## config.mk

```make
export PLATFORM = sky130hd
export DESIGN_NAME = pkt_fifo
export DESIGN_NICKNAME = d
export VERILOG_FILES = /design/src/rtl/pkt_fifo.sv
export SDC_FILE = /design/constraint.sdc
export NUM_CORES = 1
export LEC_CHECK = 0
export CORE_UTILIZATION = 60
export CTS_CLUSTER_DIAMETER = 100
export CTS_CLUSTER_SIZE = 30
export DETAILED_ROUTE_END_ITERATION = 8
export GPL_TIMING_DRIVEN = 1
export PLACE_DENSITY = 0.79
export SLEW_MARGIN = 5
export SYNTH_ARGS = -nofsm -noshare
export SYNTH_HDL_FRONTEND = slang
export SYNTH_SLANG_ARGS = --single-unit
```

## constraint.sdc

```tcl
create_clock -name clk -period 6.87 [get_ports clk]
set_input_delay 1.0305 -clock clk [delete_from_list [all_inputs] [get_ports clk]]
set_output_delay 1.0305 -clock clk [all_outputs]
set_load 0.1 [all_outputs]
```

## src/rtl/pkt_fifo.sv

```systemverilog
// Packet-aware store-and-forward FIFO. The reader only ever sees committed packets;
// the writer may abort its open packet, and packets larger than the storage are dropped.
module pkt_fifo #(
  parameter int DATA_WIDTH             = 32,
  parameter int DEPTH                  = 16,
  parameter int ALMOST_FULL_THRESHOLD  = DEPTH - 2,
  parameter int ALMOST_EMPTY_THRESHOLD = 2
) (
  input  logic                     clk,
  input  logic                     rst_n,
  input  logic                     s_valid,
  output logic                     s_ready,
  input  logic [DATA_WIDTH-1:0]    s_data,
  input  logic                     s_last,
  input  logic                     s_abort,
  output logic                     m_valid,
  input  logic                     m_ready,
  output logic [DATA_WIDTH-1:0]    m_data,
  output logic                     m_last,
  output logic [$clog2(DEPTH):0]   occupancy,
  output logic [$clog2(DEPTH):0]   pkt_count,
  output logic                     almost_full,
  output logic                     almost_empty,
  output logic                     drop_pulse,
  output logic [15:0]              drop_count
);
  // Handshake: a beat moves on a rising edge where valid & ready are both high.
  // Valid never waits on ready; s_ready is a register, m_valid is decoded from
  // registered pointers, so neither side sees a combinational path from the other.
  localparam int          AW         = $clog2(DEPTH);
  localparam logic [AW:0] FULL_WORDS = (AW+1)'(DEPTH);
  localparam logic [AW:0] PTR_ONE    = (AW+1)'(1);
  localparam logic [AW:0] AF_LEVEL   = (AW+1)'(ALMOST_FULL_THRESHOLD);
  localparam logic [AW:0] AE_LEVEL   = (AW+1)'(ALMOST_EMPTY_THRESHOLD);

  typedef enum logic [1:0] {
    IDLE    = 2'd0,
    WR_PKT  = 2'd1,
    DISCARD = 2'd2
  } state_t;

  state_t              state;
  state_t              state_n;
  logic [AW:0]         wr_ptr;
  logic [AW:0]         commit_ptr;
  logic [AW:0]         rd_ptr;
  logic [AW:0]         wr_ptr_n;
  logic [AW:0]         commit_ptr_n;
  logic [AW:0]         rd_ptr_n;
  logic [AW:0]         committed_words;
  logic [DATA_WIDTH:0] mem [DEPTH];
  logic                wr_fire;
  logic                rd_fire;
  logic                mem_we;
  logic                commit;
  logic                drop;
  logic                oversize;
  logic                s_ready_n;

  assign occupancy       = wr_ptr - rd_ptr;
  assign committed_words = commit_ptr - rd_ptr;
  assign m_valid         = (rd_ptr != commit_ptr);
  assign {m_last, m_data} = mem[rd_ptr[AW-1:0]];
  assign almost_full     = (occupancy >= AF_LEVEL);
  assign almost_empty    = (committed_words <= AE_LEVEL);

  assign wr_fire  = s_valid & s_ready;
  assign rd_fire  = m_valid & m_ready;
  // Storage is full of one open packet: it can never be completed.
  assign oversize = (state == WR_PKT) && (occupancy == FULL_WORDS) && (committed_words == '0);

  always_comb begin
    state_n      = state;
    wr_ptr_n     = wr_ptr;
    commit_ptr_n = commit_ptr;
    mem_we       = 1'b0;
    commit       = 1'b0;
    drop         = 1'b0;
    unique case (state)
      IDLE, WR_PKT: begin
        if (oversize) begin
          wr_ptr_n = commit_ptr;
          drop     = 1'b1;
          state_n  = s_abort ? IDLE : DISCARD;
        end else if (s_abort) begin
          wr_ptr_n = commit_ptr;
          drop     = (state == WR_PKT) || s_valid;
          state_n  = IDLE;
        end else if (wr_fire) begin
          mem_we   = 1'b1;
          wr_ptr_n = wr_ptr + PTR_ONE;
          if (s_last) begin
            commit_ptr_n = wr_ptr + PTR_ONE;
            commit       = 1'b1;
            state_n      = IDLE;
          end else begin
            state_n = WR_PKT;
          end
        end
      end
      DISCARD: begin
        if (s_abort || (wr_fire && s_last)) state_n = IDLE;
      end
      default: state_n = IDLE;
    endcase
  end

  assign rd_ptr_n  = rd_fire ? rd_ptr + PTR_ONE : rd_ptr;
  // Computed from next-cycle pointers so the registered s_ready tracks occupancy exactly.
  assign s_ready_n = (state_n == DISCARD) || ((wr_ptr_n - rd_ptr_n) != FULL_WORDS);

  always_ff @(posedge clk or negedge rst_n) begin
    if (!rst_n) begin
      state      <= IDLE;
      wr_ptr     <= '0;
      commit_ptr <= '0;
      rd_ptr     <= '0;
      pkt_count  <= '0;
      s_ready    <= 1'b1;
      drop_pulse <= 1'b0;
      drop_count <= '0;
    end else begin
      state      <= state_n;
      wr_ptr     <= wr_ptr_n;
      commit_ptr <= commit_ptr_n;
      rd_ptr     <= rd_ptr_n;
      s_ready    <= s_ready_n;
      drop_pulse <= drop;
      if (drop && (drop_count != 16'hFFFF)) drop_count <= drop_count + 16'd1;
      case ({commit, rd_fire & m_last})
        2'b10:   pkt_count <= pkt_count + PTR_ONE;
        2'b01:   pkt_count <= pkt_count - PTR_ONE;
        default: pkt_count <= pkt_count;
      endcase
    end
  end

  always_ff @(posedge clk) begin
    if (mem_we) mem[wr_ptr[AW-1:0]] <= {s_last, s_data};
  end

endmodule

```

==> metrics.csv <==
stage;metric;value;unit
route;wl_per_cell;27.2;um
cells_and_area;syn_to_final_growth;10.3;%
cells_and_area;layout_common_cells;528 x edfxtp_1, 165 x mux4_2, 100 x clkdlybuf4s50_1;
floorplan;core_area;36700;sq um
clock_tree;cts-buffers-inserted;23;
timing;worst_slew_pin_slew;1100;ps
critical_path;required;5840;ps
min_path;hold_end;pkt_count[4]$_DFFE_PN0P_;
cells_and_area;drive_gt1_share;21.5;%
cells_and_area;fin_nets;1185;
route;drt_iter0_drc;974;
synth;synth-seq-cells;568;
floorplan;dieWidth;195;um
global_routing;grt_pass1_wl;65700;um
timing;fmax;0.177;GHz
critical_path;reg2reg_from;rd_ptr[1]$_DFF_PN0_;
timing;setup-tns-final;0;ps
min_path;hp-start;pkt_count[4]$_DFFE_PN0P_;
critical_path;r2r_slack;1550;ps
critical_path;r2r-end;pkt_count[4]$_DFFE_PN0P_;
place;gp_congestion;0.817;
synth;yosys_warnings;0;
critical_path;end_kind;primary output;
timing;finalClockSkew;19.9;ps
floorplan;fp-row-count;70;
route;ant_nets;0;
timing;fin_crit_sh;82.2;%
place;dp_slack;1590;ps
clock_tree;clock_latency;560;ps
critical_path;critPathLaunchType;flip-flop;
synth;synth_edf_count;528;
synth;ys_types;53;
floorplan;start_util;61.1;%
route;route.detailed.drc;0;
synth;async_flop_share;7.04;%
global_routing;grt_max_degree;104;
timing;drv_slew;0;
timing;period_minus_slack;5650;ps
global_routing;grtUsageTotal;23.6;%
outcome;status;finished, final reports clean;
min_path;hold_depth;1;
synth;yosysSeqAreaShare;75.1;%
timing;finalSetupViolations;0;
clock_tree;clkSinkCount;568;
clock_tree;cts_resized;0;
floorplan;fp.dieH;195;um
timing;slew_headroom;26.2;%
floorplan;io_pins;102;
cells_and_area;n_antenna_cell;0;
synth;syn_area;22400;sq um
timing;setup_ws;1220;ps
clock_tree;clk_pin_slew;110;ps
critical_path;crit_fanout;71;
global_routing;grt_overflow;0;
synth;syn_inst;1018;
clock_tree;cts_tree;yes;
critical_path;crit_arrival;4620;ps
timing;finalHoldViolCount;0;
clock_tree;cts_max_level;1;
global_routing;grt_pass1_vias;10500;
synth;syn_nets;1081;
global_routing;antenna_found_initial;0;
route;via_per_inst;6.48;
route;drt-pass1-iter-count;5;
min_path;hold_path.class;flip-flop to flip-flop;
floorplan;die_area;38200;sq um
clock_tree;cts_root_buf;clkbuf_16;
timing;rsz0062_at_grt;no;
critical_path;crit_type;flip-flop to primary output;
synth;syn_area_per_cell;22.0;sq um
place;place_hpwl;24200;um
cells_and_area;layout_commonest_cell;edfxtp_1;
clock_tree;hold_buffers;0;
flow_run;maxCapViolations;0;
critical_path;reg2regPathDepth;17;
synth;ys.flop_type;edfxtp_1;
route;vias;10400;
clock_tree;clockBufferDepth;3;
route;wirelength;43700;um
place;io_buffers;101;
clock_tree;post_cts_buffers;0;
## worst max-delay path by stage
| stage | from | endpoint | depth (start not counted) |
|---|---|---|---|
| after floorplan | wr_ptr[0]$_DFF_PN0_ | mem[15][0]$_DFFE_PP_ | 10 |
| after global placement | rd_ptr[1]$_DFF_PN0_ | s_ready$_DFF_PN1_ | 17 |
| after detailed placement | rd_ptr[1]$_DFF_PN0_ | mem[4][17]$_DFFE_PP_ | 11 |
| after CTS | rd_ptr[1]$_DFF_PN0_ | m_data[25] | 4 |
| after global routing | rd_ptr[1]$_DFF_PN0_ | m_data[25] | 4 |
| final | rd_ptr[1]$_DFF_PN0_ | m_data[25] | 4 |
## stage by stage
stage / std cells / util [%] / area (sq um) / hold slack [ps]
after detailed placement: 1565 / 65.6 / 24100 / 479
final: 1607 / 67.4 / 24800 / 494
after CTS: 1607 / 67.4 / 24800 / 497
after floorplan: 1018 / - / 22400 / 450
after global placement: 1565 / 65.6 / 24100 / 456
after global routing: 1607 / 67.4 / 24800 / 518
## synthesized netlist by cell type, types with 8 or more instances
| library cell | number | area, sq um |
|---|---|---|
| a21oi_1 | 11 | 55.1 |
| and2_1 | 13 | 81.3 |
| and3_1 | 8 | 50.1 |
| buf_1 | 13 | 48.8 |
| clkbuf_1 | 29 | 109 |
| dfrtp_1 | 39 | 976 |
| edfxtp_1 | 528 | 15900 |
| ha_1 | 22 | 275 |
| inv_1 | 23 | 86.3 |
| mux4_2 | 165 | 3720 |
| nand2_1 | 29 | 109 |
| nand3_1 | 10 | 50.1 |
| nor2_1 | 16 | 60.1 |
| o21ai_0 | 15 | 75.1 |
| xnor2_1 | 21 | 184 |
| xor2_1 | 15 | 131 |
## critical path, cell delays in order, from the launching register on
cell	delay, ps
dfrtp_4	1100
buf_4	940
mux4_2	440
mux4_2	530
clkdlybuf4s50_1	1000
## flip-flops by register name, summed over array words and instances (netlist names)
name,flops
s_ready,1
commit_ptr,5
wr_ptr,5
drop_count,16
drop_pulse,1
rd_ptr,5
mem,528
pkt_count,5
state,2
## kinds of logic after synthesis
group,count (synthesis),synth area share (%)
muxes,169,16.8
AOI/OAI and AO/OA,46,1.47
DFF,568,75.1
and+or+nand+nor,108,2.63
xor gates and xnor gates,36,1.41
adders and majority gates,25,1.49
buffers and inverters,66,1.10
## routing by layer
metal	up-vias	wire, um	share of wire [%]	track usage [%]
li1	4418	-	-	-
met1	5516	18000	41	34.5
met2	442	22200	51	39.3
met3	43	2850	6.5	2.80
met4	0	649	1.5	4.70
met5	-	0	0	0
## cell type report
cell class              count  area (sq um)
clock buffers              38           632
clock inverters             4          52.6
fillers                  2245         11900
inverters                  24          90.1
multi-input cells         384          5360
flip-flops and latches    568         16900
well taps                 468           586
repair buffers            121          1170
Power is not shown: default switching activity piles up to over one toggle a cycle in this logic, so the estimate is an artifact.
